[config.mk]
export PLATFORM = sky130hd
export DESIGN_NAME = fifo_uart_tx
export DESIGN_NICKNAME = d
export VERILOG_FILES = /design/src/rtl/fifo_uart_tx_pkg.sv /design/src/rtl/fifo_uart_tx_baud_counter.sv /design/src/rtl/fifo_uart_tx.sv
export SDC_FILE = /design/constraint.sdc
export NUM_CORES = 1
export LEC_CHECK = 0
export BUFFER_PORTS_ARGS = -buffer_cell sky130_fd_sc_hd__buf_2
export CAP_MARGIN = 20
export CORE_ASPECT_RATIO = 1.4
export CORE_MARGIN = 2
export CORE_UTILIZATION = 30
export DETAILED_ROUTE_END_ITERATION = 12
export GPL_ROUTABILITY_DRIVEN = 0
export SLEW_MARGIN = 20
export SYNTH_ARGS = -nofsm -noshare
export SYNTH_HDL_FRONTEND = slang
export SYNTH_SLANG_ARGS = --single-unit
[constraint.sdc]
create_clock -name clk -period 2.1 [get_ports clk]
set_input_delay 0.63 -clock clk [delete_from_list [all_inputs] [get_ports clk]]
set_output_delay 0.63 -clock clk [all_outputs]
set_load 0.005 [all_outputs]
[src/rtl/fifo_uart_tx_pkg.sv]
// rtl/fifo_uart_tx_pkg.sv - shared UART transmit state encodings and line constants
package fifo_uart_tx_pkg;

    typedef enum logic [1:0] {
        IDLE  = 2'd0,
        START = 2'd1,
        DATA  = 2'd2,
        STOP  = 2'd3
    } uart_state_t;

    // 25 MHz system clock at 115200 baud
    localparam int UART_DEFAULT_CLKS_PER_BIT = 217;

    localparam logic UART_IDLE_LEVEL = 1'b1;

endpackage

[src/rtl/fifo_uart_tx_baud_counter.sv]
// rtl/fifo_uart_tx_baud_counter.sv - bit-period counter, tick on the last clk of each bit
module uart_baud_counter
    import fifo_uart_tx_pkg::*;
#(
    parameter int CLKS_PER_BIT = UART_DEFAULT_CLKS_PER_BIT
) (
    input  logic clk,
    input  logic reset,
    input  logic clear,
    output logic tick
);

    localparam int CW = (CLKS_PER_BIT > 1) ? $clog2(CLKS_PER_BIT) : 1;
    localparam logic [CW-1:0] LAST = CW'(CLKS_PER_BIT - 1);

    logic [CW-1:0] cnt;

    assign tick = (cnt == LAST);

    always_ff @(posedge clk) begin
        if (reset || clear) begin
            cnt <= '0;
        end else if (tick) begin
            cnt <= '0;
        end else begin
            cnt <= cnt + 1'b1;
        end
    end

endmodule

[src/rtl/fifo_uart_tx.sv]
// rtl/fifo_uart_tx.sv - drains a FWFT byte FIFO into back-to-back 8N1/8N2 UART frames
module fifo_uart_tx
    import fifo_uart_tx_pkg::*;
#(
    parameter int CLKS_PER_BIT = UART_DEFAULT_CLKS_PER_BIT,
    parameter int STOP_BITS    = 1
) (
    input  logic       clk,
    input  logic       reset,
    input  logic       fifo_empty,
    input  logic [7:0] fifo_read_data,
    output logic       fifo_read_en,
    output logic       tx,
    output logic       busy
);

    localparam logic STOP_LAST = (STOP_BITS == 2) ? 1'b1 : 1'b0;

    uart_state_t state, state_next;
    logic [7:0]  shift, shift_next;
    logic [2:0]  bit_idx, bit_idx_next;
    logic        stop_cnt, stop_cnt_next;
    logic        tx_q, tx_next;
    logic        busy_q;
    logic        tick;
    logic        load;
    logic        last_stop_cycle;
    logic        baud_clear;

    assign last_stop_cycle = (state == STOP) && tick && (stop_cnt == STOP_LAST);
    assign load            = !reset && !fifo_empty && ((state == IDLE) || last_stop_cycle);
    assign fifo_read_en    = load;
    assign tx              = tx_q;
    assign busy            = busy_q;

    // Held at zero while idle so every frame starts on a fresh bit period
    assign baud_clear = (state == IDLE) || load;

    uart_baud_counter #(
        .CLKS_PER_BIT(CLKS_PER_BIT)
    ) u_baud (
        .clk  (clk),
        .reset(reset),
        .clear(baud_clear),
        .tick (tick)
    );

    always_comb begin
        state_next    = state;
        shift_next    = shift;
        bit_idx_next  = bit_idx;
        stop_cnt_next = stop_cnt;
        tx_next       = tx_q;
        case (state)
            IDLE: begin
                if (load) begin
                    state_next = START;
                    shift_next = fifo_read_data;
                    tx_next    = 1'b0;
                end
            end
            START: begin
                if (tick) begin
                    state_next   = DATA;
                    bit_idx_next = '0;
                    tx_next      = shift[0];
                end
            end
            DATA: begin
                if (tick) begin
                    shift_next   = shift >> 1;
                    bit_idx_next = bit_idx + 1'b1;
                    if (bit_idx == 3'd7) begin
                        state_next    = STOP;
                        stop_cnt_next = 1'b0;
                        tx_next       = UART_IDLE_LEVEL;
                    end else begin
                        tx_next = shift[1];
                    end
                end
            end
            STOP: begin
                if (tick) begin
                    if (stop_cnt == STOP_LAST) begin
                        // Chain straight into the next start bit when the FIFO still has data
                        if (load) begin
                            state_next = START;
                            shift_next = fifo_read_data;
                            tx_next    = 1'b0;
                        end else begin
                            state_next = IDLE;
                            tx_next    = UART_IDLE_LEVEL;
                        end
                    end else begin
                        stop_cnt_next = stop_cnt + 1'b1;
                    end
                end
            end
            default: begin
                state_next = IDLE;
                tx_next    = UART_IDLE_LEVEL;
            end
        endcase
    end

    always_ff @(posedge clk) begin
        if (reset) begin
            state    <= IDLE;
            shift    <= '0;
            bit_idx  <= '0;
            stop_cnt <= 1'b0;
            tx_q     <= UART_IDLE_LEVEL;
            busy_q   <= 1'b0;
        end else begin
            state    <= state_next;
            shift    <= shift_next;
            bit_idx  <= bit_idx_next;
            stop_cnt <= stop_cnt_next;
            tx_q     <= tx_next;
            busy_q   <= (state_next != IDLE);
        end
    end

endmodule
==> flow_summary_export.csv <==
group,metric,value,unit
finish,drive_above_1_share,28.3,%
finish,final_nets,175,
clock_network,htree_num_levels,1,
detailed_routing,vias,1078,
global_route,grt_first_pass_wirelength,4710,µm
critical_path,start_kind,"register",
detailed_routing,drtAntennaViolNets,0,
critical_path,slowest_delay,0.33,ns
yosys,synth_most_common_cell,"dfxtp_1",
global_route,grt_usage,12.8,%
finish,final_cells,202,
clock_network,root_buffer,"clkbuf_8",
run,cap_violations,0,
yosys,ys_seq_area_share,37.6,%
power_and_ir_drop,p_sw,0.207,mW
timing,slew-limit-headroom,75.7,%
critical_path,path_buf_inv,2,
power_and_ir_drop,p_comb_share,12.3,%
yosys,ys_seq_elements,23,
finish,design_area,0.00145,mm²
clock_network,cts_hold_buf,0,
place,placed_area,0.00135,mm²
yosys,async_flop_share,0,%
floorplanning,ios,14,
floorplanning,coreArea,0.00392,mm²
timing,post-route-min-period,2.07,ns
yosys,synth_top_family_by_area,"compound AO/OA/AOI/OAI gates",
clock_network,clk_path_buf_depth,2,
floorplanning,die_w,58.0,µm
critical_path,r2r-start,"u_baud.cnt[0]$_SDFF_PP0_",
critical_path,r2r_setup_slack,0.49,ns
yosys,synth_fp_nets,153,
global_route,antenna_found_initial,0,
power_and_ir_drop,p_per_area,577,mW/mm²
global_route,grt-ovfl-total,0,
critical_path,critPathCaptureType,"primary output",
global_route,grt_start_max_net_pins,14,
floorplanning,rows,27,
yosys,synth_ff_type,"dfxtp_1",
power_and_ir_drop,power.leakage,0.639,nW
detailed_routing,dr.pass1.iters,4,
yosys,synth_area_leader_cell,"dfxtp_1",
timing,hold_viol,0,
critical_path,critical-path-top-delay-family,"simple AND/OR/NAND/NOR gates",
finish,area_growth,18.8,%
critical_path,crit_required,1.47,ns
finish,final_core_util,37.1,%
power_and_ir_drop,ir_drop,0.504,mV
yosys,postSynthAreaPerCell,8.87,µm²
timing,drv_slew,0,
power_and_ir_drop,p_seq_share,55.4,%
yosys,synth-xor-area-share,5.01,%
place,io_buffers,13,
yosys,synthAdderAreaFrac,4.09,%
floorplanning,dieArea,0.00461,mm²
detailed_routing,drc,0,
clock_network,cts.sinks,23,
clock_network,clk_latency,0.26,ns
timing,setup_viol,0,
critical_path,arrival,1.44,ns
detailed_routing,via_per_inst,5.34,
yosys,yosysWarnings,0,
yosys,syn_inst,138,
global_route,grt_pass1_vias,1074,
critical_path,cpMaxStageDelayCell,"dfxtp_2",
yosys,synth_compound_area_share,23.5,%
place,dp_cells,194,
worst_hold_path,hold_class,"register to register",
yosys,synth_common_cells,"dfxtp_1 (23), nor2_1 (16), a21oi_1 (15), inv_1 (13)",
floorplanning,start_util,31.2,%
yosys,synth_area_leaders,"dfxtp_1 (38%), o221a_1 (6.4%), a21oi_1 (6.1%)",
timing,max_freq,484,MHz
power_and_ir_drop,switching_share,24.6,%
clock_network,path_clk_slew,0.08,ns
yosys,synth_cell_types,37,
detailed_routing,routed_wl,2770,µm
power_and_ir_drop,p_clk_share,32.2,%
finish,n_antenna_cell,0,
timing,period_share,98.4,%
timing,fin_worst_skew,0.00186,ns
critical_path,critPathMaxFanout,2,
yosys,synth_top_cell_area_share,37.6,%
place,dpl.hpwl,2070,µm
timing,grt_setup_unrepaired,"yes",
power_and_ir_drop,finalPower,0.839,mW
clock_network,cts_inserted_buffers,3,
yosys,syn_area,0.00122,mm²
timing,hold_ws,0.479,ns
yosys,synthMuxAreaShare,0,%
outcome,status,"completed",
timing,tightest_slew,0.364,ns
critical_path,cp-startpoint,"u_baud.cnt[0]$_SDFF_PP0_",
floorplanning,dieHeight,79.6,µm
yosys,synth_edf_count,0,
clock_network,tritoncts,"done",
detailed_routing,routedWlPerCell,13.7,µm
yosys,synthSimpleGateAreaFrac,22.8,%
worst_hold_path,hold_path.startpoint,"bit_idx[1]$_SDFFE_PP0P_",
detailed_routing,drtIter0Drc,44,
critical_path,critPathKind,"register to primary output",
power_and_ir_drop,power.internal,0.632,mW
critical_path,path_cells,"inv_2, ha_4, nand4b_1, nor2_2, a21oi_2, nor3_2, buf_2",
[power groups by stage]
stage / Clock [mW] / Combinational (mW) / Sequential [mW]
global placement: 0 / 0.0907 / 0.474
CTS: 0.279 / 0.101 / 0.464
finish: 0.270 / 0.104 / 0.465
detailed placement: 0 / 0.0938 / 0.475
global route: 0.294 / 0.116 / 0.467
floorplan: 0 / 0.0630 / 0.472
[flip-flops by register name (all words and copies together) (netlist names)]
| name | cells |
|---|---|
| u_baud.cnt | 8 |
| bit_idx | 3 |
| busy | 1 |
| state | 2 |
| tx | 1 |
| shift | 8 |
[worst reg2reg max path, delay by kind of cell (launching register included)]
| family | cells | cell delay, ns |
|---|---|---|
| AOI/OAI and AO/OA | 2 | 0.47 |
| and+or+nand+nor | 2 | 0.41 |
| DFF | 1 | 0.33 |
| buffers and inverters | 2 | 0.23 |
| adders and majority gates | 1 | 0.13 |
[what timing repair did]
action | 4_1_cts | 5_1_grt
setup endpoints to repair | 1 | 1
resized for setup | 6 | 3
setup buffers | 3 | 1
pin swaps | 4 | 4
cloned | 0 | 0
[kinds of logic after synthesis]
logic type               count (synthesis)
AND/OR/NAND/NOR                         49
AO/OA/AOI/OAI                           36
flip-flops                              23
buffers and inverters                   19
XOR/XNOR                                 7
adder cells (fa/ha/maj)                  4
[path summary, 6_finish.rpt]
path	cells past startpoint	endpoint
max	7	fifo_read_en
min	2	bit_idx[1]$_SDFFE_PP0P_
max reg2reg	7	shift[0]$_SDFFE_PP0P_
min reg2reg	2	bit_idx[1]$_SDFFE_PP0P_
[metrics by stage]
| step | worst slack [ns] | TNS (ns) |
|---|---|---|
| after floorplan | 0.199 | 0 |
| after global placement | 0.295 | 0 |
| after global routing | -0.0562 | -0.0562 |
| after detailed placement | 0.254 | 0 |
| after CTS | -0.0266 | -0.0266 |
| final | 0.0326 | 0 |
[metal layers]
layer | wire (µm) | up-vias | GRT usage (%)
li1 | - | 531 | -
met1 | 1090 | 520 | 14.4
met2 | 1520 | 23 | 22.4
met3 | 122 | 4 | 4.05
met4 | 33 | 0 | 4.42
met5 | 0 | - | 0
[cell usage in the layout, fill, tap and decap left out, types with 2 or more instances in the layout]
cell type / n
dfxtp_1: 21
nor2_1: 15
a21oi_1: 14
buf_2: 13
inv_1: 11
buf_4: 10
nand2_1: 9
nand3_1: 9
o221a_1: 7
xnor2_1: 4
xor2_1: 3
a31oi_1: 3
o21ai_0: 3
ha_1: 3
clkbuf_8: 3
inv_2: 2
nor2_2: 2
nor3_2: 2
and4b_1: 2
nor3b_1: 2
dfxtp_2: 2
[cell type report]
type	count	area [µm²]
Clock buffer	3	41.3
Clock inverter	1	5.00
Fill cell	404	2460
Inverter	13	48.8
Multi-Input combinational cell	96	702
Sequential cell	23	463
Tap cell	43	53.8
Timing Repair Buffer	23	140
No activity file was read; power rests on OpenSTA's default activity.
